==> src/rtl/i2c_master_ctrl.sv <==
// i2c_master_ctrl: register-level I2C master (8-bit register address, 1 or 2 data bytes)
// driving SCL/SDA through open-drain enables.
module i2c_master_ctrl #(
  parameter int CLK_DIV = 125
) (
  input  logic        clk,
  input  logic        rst,
  input  logic        start,
  input  logic        rw,
  input  logic        len2,
  input  logic [6:0]  dev_addr,
  input  logic [7:0]  reg_addr,
  input  logic [15:0] wr_data,
  input  logic        sda_i,
  output logic        sda_oe,
  output logic        scl_oe,
  output logic        busy,
  output logic        done,
  output logic        ack_err,
  output logic [15:0] rd_data
);
  typedef enum logic [3:0] {
    S_IDLE, S_START, S_DEV_W, S_A_DEV, S_REG, S_A_REG, S_DATA_W, S_A_DAT,
    S_RSTART, S_DEV_R, S_A_DR, S_DATA_R, S_MACK, S_STOP
  } state_t;
  state_t state, ns;
  logic [15:0] tmr, wdat, rdat;
  logic [7:0] reg_r, tx_byte;
  logic [6:0] dev;
  logic [2:0] bitc;
  logic [1:0] q;
  logic rw_r, len2_r, second, tick, bit_end, last, tx_bit, tx_st, ack_st;
  always_comb begin
    busy = state != S_IDLE;
    tick = busy && tmr == 16'(CLK_DIV - 1);
    bit_end = tick && q == 2'd3;
    last = !len2_r || second;
    tx_st = state inside {S_DEV_W, S_REG, S_DATA_W, S_DEV_R};
    ack_st = state inside {S_A_DEV, S_A_REG, S_A_DAT, S_A_DR};
    tx_byte = state == S_DEV_W ? {dev, 1'b0} : state == S_DEV_R ? {dev, 1'b1} :
              state == S_REG ? reg_r : (len2_r && !second) ? wdat[15:8] : wdat[7:0];
    tx_bit = tx_byte[~bitc];
    scl_oe = state inside {S_IDLE, S_START} ? 1'b0 :
             state inside {S_RSTART, S_STOP} ? q == 2'd0 : !q[1];
    ns = state;
    if (state == S_IDLE) ns = start ? S_START : S_IDLE;
    else if (bit_end)
      case (state)
        S_START:  ns = S_DEV_W;
        S_DEV_W:  ns = bitc == 3'd7 ? S_A_DEV : state;
        S_REG:    ns = bitc == 3'd7 ? S_A_REG : state;
        S_DATA_W: ns = bitc == 3'd7 ? S_A_DAT : state;
        S_DEV_R:  ns = bitc == 3'd7 ? S_A_DR : state;
        S_DATA_R: ns = bitc == 3'd7 ? S_MACK : state;
        S_A_DEV:  ns = ack_err ? S_STOP : S_REG;
        S_A_REG:  ns = ack_err ? S_STOP : rw_r ? S_RSTART : S_DATA_W;
        S_A_DAT:  ns = (ack_err || last) ? S_STOP : S_DATA_W;
        S_RSTART: ns = S_DEV_R;
        S_A_DR:   ns = ack_err ? S_STOP : S_DATA_R;
        S_MACK:   ns = last ? S_STOP : S_DATA_R;
        default:  ns = S_IDLE;
      endcase
  end
  always_ff @(posedge clk) begin
    if (rst) begin
      state <= S_IDLE;
      tmr <= '0;
      q <= '0;
      bitc <= '0;
      sda_oe <= 1'b0;
      done <= 1'b0;
      ack_err <= 1'b0;
      rd_data <= '0;
      rdat <= '0;
      second <= 1'b0;
      rw_r <= 1'b0;
      len2_r <= 1'b0;
      dev <= '0;
      reg_r <= '0;
      wdat <= '0;
    end else begin
      state <= ns;
      done <= bit_end && state == S_STOP;
      tmr <= (!busy || tick) ? '0 : tmr + 16'd1;
      q <= busy ? q + 2'(tick) : 2'd0;
      if (!busy && start) begin
        rw_r <= rw;
        len2_r <= len2;
        dev <= dev_addr;
        reg_r <= reg_addr;
        wdat <= wr_data;
        ack_err <= 1'b0;
        rdat <= '0;
        second <= 1'b0;
        bitc <= '0;
      end
      if (bit_end && (tx_st || state == S_DATA_R)) bitc <= bitc + 3'd1;
      if (bit_end && (state == S_A_DAT || state == S_MACK) && ns != S_STOP) second <= 1'b1;
      if (tick && q == 2'd2 && ack_st && sda_i) ack_err <= 1'b1;
      if (tick && q == 2'd2 && state == S_DATA_R) rdat <= {rdat[14:0], sda_i};
      if (bit_end && state == S_STOP && rw_r && !ack_err) rd_data <= rdat;
      // SDA only moves on quarter ticks: data at q1 entry, START/Sr/STOP edges at q2 entry
      if (tick && q == 2'd0)
        sda_oe <= tx_st ? !tx_bit : state == S_MACK ? !last :
                  (ack_st || state == S_DATA_R) ? 1'b0 : sda_oe;
      if (tick && q == 2'd1 && state inside {S_START, S_RSTART, S_STOP}) sda_oe <= state != S_STOP;
      if (bit_end && ns == S_STOP) sda_oe <= 1'b1;
    end
  end
endmodule
==> config.mk <==
export PLATFORM = sky130hd
export DESIGN_NAME = i2c_master_ctrl
export DESIGN_NICKNAME = d
export VERILOG_FILES = /design/src/rtl/i2c_master_ctrl.sv
export SDC_FILE = /design/constraint.sdc
export NUM_CORES = 1
export LEC_CHECK = 0
export CORE_MARGIN = 5
export CORE_UTILIZATION = 35
export CTS_BUF_LIST = sky130_fd_sc_hd__clkbuf_2
export DETAILED_ROUTE_END_ITERATION = 12
export PLACE_DENSITY = 0.54
export SKIP_CTS_REPAIR_TIMING = 1
export SYNTH_ARGS = -nofsm -noshare
export SYNTH_HDL_FRONTEND = slang
export SYNTH_SLANG_ARGS = --single-unit
==> constraint.sdc <==
create_clock -name clk -period 2.5 [get_ports clk]
set_input_delay 0.25 -clock clk [delete_from_list [all_inputs] [get_ports clk]]
set_output_delay 0.25 -clock clk [all_outputs]
set_load 0.005 [all_outputs]
==> flow_metrics.tcl, run 1 <==
set metrics [dict create \
    cts_tree "done" \
    cts_max_level 3 \
    routed_wl_microns 11700 \
    die_area_sq_mm 0.0153 \
    yosysWarnings 0 \
    tightest_slew_ns 0.616 \
    rr_endpoint "sda_oe" \
    async_flop_share_pct 0 \
    postSynthAreaPerCell_sq_um 8.02 \
    rows 41 \
    fin_nets 671 \
    crit_path_start_kind "register" \
    dr_total_vias 4100 \
    grt_setup_unrepaired "false" \
    drv_cap 0 \
    die_w_microns 124 \
    period_needed_ns 2.39 \
    finalClockSkew_ns 0.0313 \
    numCtsBuffers 9 \
    hold_start "wr_data[9]" \
    end_kind "register" \
    final.setup.tns_ns 0 \
    total_power_mw 2.63 \
    syn_area_sq_mm 0.00454 \
    place_congestion 0.873 \
    grt_usage_pct 16.0 \
    rr_worst_depth 7 \
    insertion_delay_ns 0.58 \
    fin_crit_sh_pct 95.6 \
    cts_buffer_depth 2 \
    synth.distinct_cells 65 \
    core_area_sq_mm 0.0127 \
    leakage_nw 1.97 \
    finish.utilization_pct 43.8 \
    hold_depth 3 \
    grt_pass1_wl_microns 19500 \
    clock.fmax_mhz 419 \
    die_h_microns 124 \
    drtIter0Drc 208 \
    finalHoldViolations 0 \
    arrival_ns 2.90 \
    wire_per_inst_microns 14.6 \
    areaGrowthSynthToFinish_pct 22.2 \
    ant_nets 0 \
    synth_seq_cells 94 \
    firstDrtPassIters 5 \
    pin_count 58 \
    synth_edf_count 0 \
    post-dp-hpwl_microns 8230 \
    status "complete, no violations" \
    clkTransAtPathRegs_ns 0.24 \
    antenna_found_initial 0 \
    cts.sinks 94 \
    grt_pass1_vias 3899 \
    synth-main-ff-cell "dfxtp_1" \
    crit_required_ns 3.01 \
    drive_gt1_share_pct 13.8 \
    maxSlewViolCount 0 \
    viasPerCell 5.10 \
    power.density_mw_per_mm2 474 \
    ff2ff_setup_slack_ns 0.11 \
    synth_fp_nets 608 \
    relSlewSlack_pct 58.9 \
    yosysSeqAreaShare_pct 41.5 \
    setup_viol 0 \
    io_buffer_count 57 \
    grt-ovfl-total 0 \
    hold_end "wdat[9]" \
    diodes 0 \
    hold_class "primary input to register" \
    crit_path_max_fanout 9 \
    start_util_pct 35.8 \
    vdd_drop_max_mv 0.302 \
    hold_slack_ns 0.205 \
    critical_path_class "register to register" \
    fillers 1312 \
    cts_root_buf "clkbuf_2" \
    r2r-start "state[0]" \
    grt_max_degree 56 \
    synthCells 566 \
    drcViolationCount 0 \
]
## cell usage in the layout (no fill, tap or decap), types with 3 or more instances in the layout
cell	instances
or3_1	3
xnor2_1	5
nor3_1	5
nand2_1	123
ha_1	5
a211oi_1	8
a21oi_2	10
nand4_1	7
o21ai_0	17
nor2b_1	8
nor4_1	3
inv_1	9
a21o_1	4
xor2_1	9
clkbuf_2	11
clkdlybuf4s50_1	55
nand2_2	10
and3_1	6
and3b_1	3
o21a_1	3
dfxtp_1	91
o211ai_1	3
and2_1	4
dfxtp_4	3
mux2i_1	5
a21oi_1	69
o2111ai_1	4
buf_4	32
nand3_1	28
nor2_1	34
nand2b_1	4
## synth_stat cells, types with 6 or more instances
library cell	count	area share [%]
nand2_1	123	10
dfxtp_1	94	41
a21oi_1	69	7.6
nor2_1	34	2.8
nand3_1	28	3.1
clkbuf_1	23	1.9
o21ai_0	17	1.9
a21oi_2	10	1.9
nand2_2	10	1.4
buf_2	9	0.99
inv_1	9	0.74
xor2_1	9	1.7
a211oi_1	8	1.3
nor2b_1	8	1.1
nand4_1	7	0.96
and3_1	6	0.83
## routing by layer
layer	wire length (microns)	track usage, %
met5	0	0
met4	168	5.19
met3	588	4.63
met2	5460	25.7
met1	5510	20.7
## through the flow
step / cell area, sq um / std cells / setup WS (ns)
floorplan: 4540 / 566 / 0.379
global placement: 5300 / 777 / 0.131
detailed placement: 5300 / 777 / 0.106
global route: 5550 / 804 / 0.00633
CTS: 5420 / 791 / -0.190
finish: 5550 / 804 / 0.111
## final cells by class
class | count | area, sq um | share of cell area (%)
clock buffers | 10 | 50.0 | 0.903
repair buffers | 93 | 850 | 15.3
clock inverters | 4 | 73.8 | 1.33
well taps | 172 | 215 | 3.88
inverters | 9 | 33.8 | 0.609
multi-input cells | 422 | 2430 | 43.8
flip-flops and latches | 94 | 1890 | 34.1
## kinds of logic (layout without fill, tap and decap cells)
kind of cell / count (synthesis) / count (layout) / share of synthesized area, %
compound gates: 137 / 137 / 18.6
buf+inv: 50 / 116 / 5.05
mux: 6 / 6 / 1.35
simple gates: 260 / 260 / 29.4
flops: 94 / 94 / 41.5
xor+xnor: 14 / 14 / 2.70
fa+ha+maj: 5 / 5 / 1.38
## critical path, cell delays in order (launching register included)
cell	delay (ns)
dfxtp_4	0.43
buf_4	0.13
or4b_1	0.67
a211oi_1	0.35
o2111ai_1	0.18
nand4_1	0.20
a311oi_1	0.11
or2_1	0.25
## report_power, final
part | internal, mW | total (mW) | leakage [nW] | switching, mW
Combinational | 0.121 | 0.253 | 1.13 | 0.132
Sequential | 1.53 | 1.56 | 0.765 | 0.0244
Clock | 0.325 | 0.815 | 0.0778 | 0.490
Total | 1.98 | 2.63 | 1.97 | 0.647
## state kept, by name (all words and copies together), names as in the netlist
register,count
ack_err,1
bitc,3
dev,7
done,1
len2_r,1
q,2
rd_data,16
rdat,16
reg_r,8
rw_r,1
sda_oe,1
second,1
state,4
tmr,16
wdat,16
## worst max-delay path by stage
stage / depth (start not counted) / slack [ns] / from / endpoint
floorplan: 10 / 0.38 / tmr[0] / rd_data[10]
global placement: 7 / 0.13 / state[3] / sda_oe
detailed placement: 7 / 0.11 / state[3] / sda_oe
CTS: 6 / -0.19 / state[0] / scl_oe
global route: 7 / 0.006 / state[0] / sda_oe
finish: 7 / 0.11 / state[0] / sda_oe
(Power assumes the default switching activity.)
==> run 2: changes to the inputs <==
- CAP_MARGIN: unset -> 0
- CELL_PAD_IN_SITES_DETAIL_PLACEMENT: unset -> 2
- CELL_PAD_IN_SITES_GLOBAL_PLACEMENT: unset -> 2
- CORE_UTILIZATION: 35 -> 34
- PLACE_DENSITY: 0.54 -> 0.81
==> run 2 against run 1 <==
  * Critical endpoint is now busy
  * Largest cell class unchanged
  * Die area rose by 2.7%
  * Combinational power fell by 2%
  * First-iteration DRC count fell by 34%
  * Setup slack improved by 0.032 ns
  * Global-route usage rose by 2.4 points
==> flow_metrics.tcl, run 2 (synthesized netlist as in run 1, its figures left out) <==
set metrics [dict create \
    die_w_microns 126 \
    grt-ovfl-total 0 \
    r2r-start "tmr[0]" \
    crit_path_start_kind "register" \
    core_area_sq_mm 0.0132 \
    cts_tree "done" \
    drtIter0Drc 137 \
    grt_setup_unrepaired "false" \
    end_kind "output port" \
    place_congestion 0.853 \
    cp_slowest_stage_delay_ns 0.45 \
    die_area_sq_mm 0.0158 \
    path_cells "nor4_4 > buf_4 > inv_1 > clkdlybuf4s50_1" \
    die_h_microns 126 \
    crit_path_end "busy" \
    pin_count 58 \
    cts_root_buf "clkbuf_2" \
    fillers 1516 \
    ff2ff_setup_slack_ns 0.20 \
    io_buffer_count 57 \
    critical_path_class "register to output port" \
    finalHoldViolations 0 \
    drv_cap 0 \
    crit_required_ns 2.25 \
    final_common_cell "nand2_1" \
    cts_max_level 3 \
    grt_pass1_wl_microns 23700 \
    fin_nets 658 \
    final.setup.tns_ns 0 \
    grt_pass1_vias 4649 \
    cts.sinks 94 \
    crit_start "state[1]" \
    cp_top_family "buffers and inverters" \
    areaGrowthSynthToFinish_pct 19.5 \
    wire_per_inst_microns 17.8 \
    status "complete, no violations" \
    fin_crit_sh_pct 94.3 \
    start_util_pct 34.4 \
    layout_common_cells "nand2_1 (123), dfxtp_1 (90), a21oi_1 (69), clkdlybuf4s50_1 (55), nor2_1 (34)" \
    drive_gt1_share_pct 12.2 \
    hold_start "rst" \
    cp.depth 4 \
    clkTransAtPathRegs_ns 0.26 \
    grt_usage_pct 18.4 \
    ant_nets 0 \
    finalClockSkew_ns 0.0274 \
    cts_buffer_depth 2 \
    setup_viol 0 \
    drcViolationCount 0 \
    rr_worst_depth 10 \
    rr_endpoint "rdat[3]" \
    viasPerCell 5.32 \
    vdd_drop_max_mv 0.240 \
    power.density_mw_per_mm2 459 \
    antenna_found_initial 0 \
    dp.cells 779 \
    crit_buf_inv 3 \
    diodes 0 \
    hold_class "primary input to register" \
    grt_max_degree 38 \
    firstDrtPassIters 4 \
    post-dp-hpwl_microns 10600 \
    cp_slowest_cell "clkdlybuf4s50_1" \
    dr_total_vias 4243 \
    rows 42 \
    clock.fmax_mhz 424 \
    numCtsBuffers 9 \
    placedInstanceArea_sq_mm 0.00530 \
    routed_wl_microns 14200 \
    leakage_nw 1.89 \
    insertion_delay_ns 0.60 \
    arrival_ns 2.11 \
    crit_path_max_fanout 9 \
    maxSlewViolCount 0 \
    fin_area_sq_mm 0.00543 \
    fin_cells 797 \
    tightest_slew_ns 0.570 \
    relSlewSlack_pct 61.9 \
    period_needed_ns 2.36 \
]
## run 2: per-layer routing
metal  GRT usage [%]  part of all wire, %  wire (microns)  vias up
met1            21.4                   43            6110     2086
met3            3.41                  3.3             462       26
met2            33.2                   51            7240       76
li1                -                    -               -     2055
met4            7.27                  2.5             348        0
met5               0                    0               0        -
## run 2: worst min-delay path by stage
stage,endpoint,cells after the start
final,rd_data[15],2
after global routing,rd_data[15],2
after CTS,rd_data[7],2
after detailed placement,rd_data[8],2
after global placement,rd_data[7],2
after floorplan,dev[1],2
## run 2: area by class of cell
type | instances | area [sq um] | area share [%]
well taps | 176 | 220 | 4.06
inverters | 9 | 33.8 | 0.623
clock buffers | 11 | 55.1 | 1.01
clock inverters | 5 | 33.8 | 0.623
repair buffers | 80 | 761 | 14.0
multi-input cells | 422 | 2430 | 44.7
flip-flops and latches | 94 | 1890 | 34.9
## run 2: where the power goes
| group | total, mW | leakage (nW) | switching, mW | internal [mW] |
|---|---|---|---|---|
| Sequential | 1.56 | 0.765 | 0.0281 | 1.54 |
| Clock | 0.677 | 0.0600 | 0.538 | 0.140 |
| Combinational | 0.247 | 1.07 | 0.136 | 0.112 |
| Total | 2.49 | 1.89 | 0.701 | 1.79 |
## run 2: per-stage QoR
step	util [%]	power, mW	hold slack, ns	setup slack [ns]
final	41.1	2.49	0.0886	0.143
after global routing	41.1	2.63	0.0155	0.0193
after CTS	40.8	2.54	0.0181	-0.228
after detailed placement	40.2	1.84	0.451	0.113
after global placement	40.2	1.83	0.443	0.292
after floorplan	-	1.72	0.386	0.379
## run 2: worst register-to-register path: cells and delay by family, from the launching register on
| kind | cells | cell delay [ns] |
|---|---|---|
| simple gates | 5 | 1.03 |
| fa+ha+maj | 1 | 0.17 |
| compound gates | 1 | 0.15 |
| flops | 1 | 0.43 |
| buf+inv | 3 | 0.48 |
==> run 3: changes to the inputs <==
- CTS_BUF_LIST: sky130_fd_sc_hd__clkbuf_2 -> sky130_fd_sc_hd__clkbuf_8
- CTS_CLUSTER_SIZE: unset -> 25
==> run 3 against run 2 <==
  * Worst hold slack gained 0.24 ns
  * Critical path depth up 4
  * Non-clock buffer count fell by 2
  * Combinational power barely moved
  * Via count is 0.47% higher
  * Clock-buffer cell count fell by 1
  * Final cell count decreased by 0.25%
  * Largest power group unchanged
  * Highest routed layer unchanged
==> flow_metrics.tcl, run 3 (synthesized netlist as in run 1, its figures left out) <==
set metrics [dict create \
    areaGrowthSynthToFinish_pct 20.9 \
    grt-ovfl-total 0 \
    core_area_sq_mm 0.0132 \
    grt.met3_usage_pct 4.95 \
    critical_path_class "register to register" \
    vdd_drop_max_mv 0.274 \
    post-dp-hpwl_microns 10600 \
    grt_max_degree 38 \
    rr_worst_depth 8 \
    grt_setup_unrepaired "false" \
    finalClockSkew_ns 0.0127 \
    drv_cap 0 \
    io_buffer_count 57 \
    dp.cells 779 \
    ff2ff_setup_slack_ns 0.16 \
    wire_per_inst_microns 18.2 \
    rr_endpoint "sda_oe" \
    fin_nets 656 \
    fin_cells 795 \
    tightest_slew_ns 0.538 \
    insertion_delay_ns 0.38 \
    setup_viol 0 \
    hold_start "rst" \
    crit_required_ns 2.78 \
    relSlewSlack_pct 64.1 \
    cts_root_buf "clkbuf_8" \
    fin_area_sq_mm 0.00549 \
    die_h_microns 126 \
    dr_total_vias 4263 \
    start_util_pct 34.4 \
    maxSlewViolCount 0 \
    r2r-start "state[1]" \
    fillers 1508 \
    place_congestion 0.853 \
    final_common_cell "nand2_1" \
    busiest_layer "met2" \
    multiInputGateArea_sq_mm 0.00244 \
    drive_gt1_share_pct 11.8 \
    crit_path_end "sda_oe" \
    power.density_mw_per_mm2 503 \
    placedInstanceArea_sq_mm 0.00530 \
    crit_start "state[1]" \
    cts.sinks 94 \
    arrival_ns 2.62 \
    crit_path_max_fanout 21 \
    antenna_found_initial 0 \
    cts_tree "done" \
    die_area_sq_mm 0.0158 \
    rows 42 \
    ant_nets 0 \
    end_kind "register" \
    cts_max_level 3 \
    diodes 0 \
    layout_common_cells "nand2_1 (123), dfxtp_1 (90), a21oi_1 (69), clkdlybuf4s50_1 (56), nor2_1 (34)" \
    pin_count 58 \
    regArea_sq_mm 0.00189 \
    status "complete, no violations" \
    period_needed_ns 2.34 \
    grt_pass1_vias 4718 \
    grtUsageMet2_pct 34.3 \
    grt_usage_pct 18.9 \
    fin_crit_sh_pct 93.5 \
    hold_class "primary input to register" \
    grt_pass1_wl_microns 24200 \
    clkTransAtPathRegs_ns 0.10 \
    cts_buffer_depth 2 \
    drcViolationCount 0 \
    firstDrtPassIters 4 \
    routed_wl_microns 14400 \
    clock.fmax_mhz 428 \
    numCtsBuffers 9 \
    met1_usage_pct 21.1 \
    crit_path_start_kind "register" \
    final.setup.tns_ns 0 \
    viasPerCell 5.36 \
    leakage_nw 1.89 \
    die_w_microns 126 \
    drtIter0Drc 130 \
    finalHoldViolations 0 \
    finish.utilization_pct 41.6 \
]
## run 3: report_power, final
group | total (mW) | internal (mW) | switching (mW)
Sequential | 1.56 | 1.53 | 0.0281
Combinational | 0.247 | 0.111 | 0.136
Clock | 0.952 | 0.386 | 0.566
## run 3: worst min-delay path by stage
stage | end | slack [ns] | depth (start not counted)
after CTS | rd_data[7] | 0.31 | 2
after floorplan | dev[1] | 0.39 | 2
final | rd_data[15] | 0.32 | 2
after detailed placement | rd_data[8] | 0.45 | 2
after global placement | rd_data[7] | 0.44 | 2
after global routing | rd_data[15] | 0.30 | 2
## run 3: metrics by stage
stage	power, mW	worst slack [ns]	hold slack, ns
floorplan	1.72	0.379	0.386
global placement	1.83	0.292	0.443
detailed placement	1.84	0.113	0.451
CTS	2.81	0.0831	0.307
global route	2.90	0.0143	0.305
finish	2.76	0.161	0.324
## run 3: worst max-delay path, stage by stage (launching register included)
cell and delay [ns]:
dfxtp_2 0.46, buf_4 0.29, nand2b_1 0.20, o21ai_0 0.15, a221oi_1 0.47, o21ai_0 0.22
nand3_1 0.17, nor4_1 0.06, or2_1 0.21
## run 3: layout make-up
cell class	count	area share, %
Clock buffer	10	2.51
Clock inverter	6	0.684
Inverter	9	0.616
Multi-Input combinational cell	422	44.4
Sequential cell	94	34.4
Tap cell	176	4.01
Timing Repair Buffer	78	13.4
## run 3: per-layer routing
metal  share of wire [%]  routed length (microns)  vias to the layer above
li1                    -                        -                     2049
met1                  42                     6020                     2107
met2                  52                     7480                       82
met3                 4.2                      605                       25
met4                 2.3                      332                        0
met5                   0                        0                        -
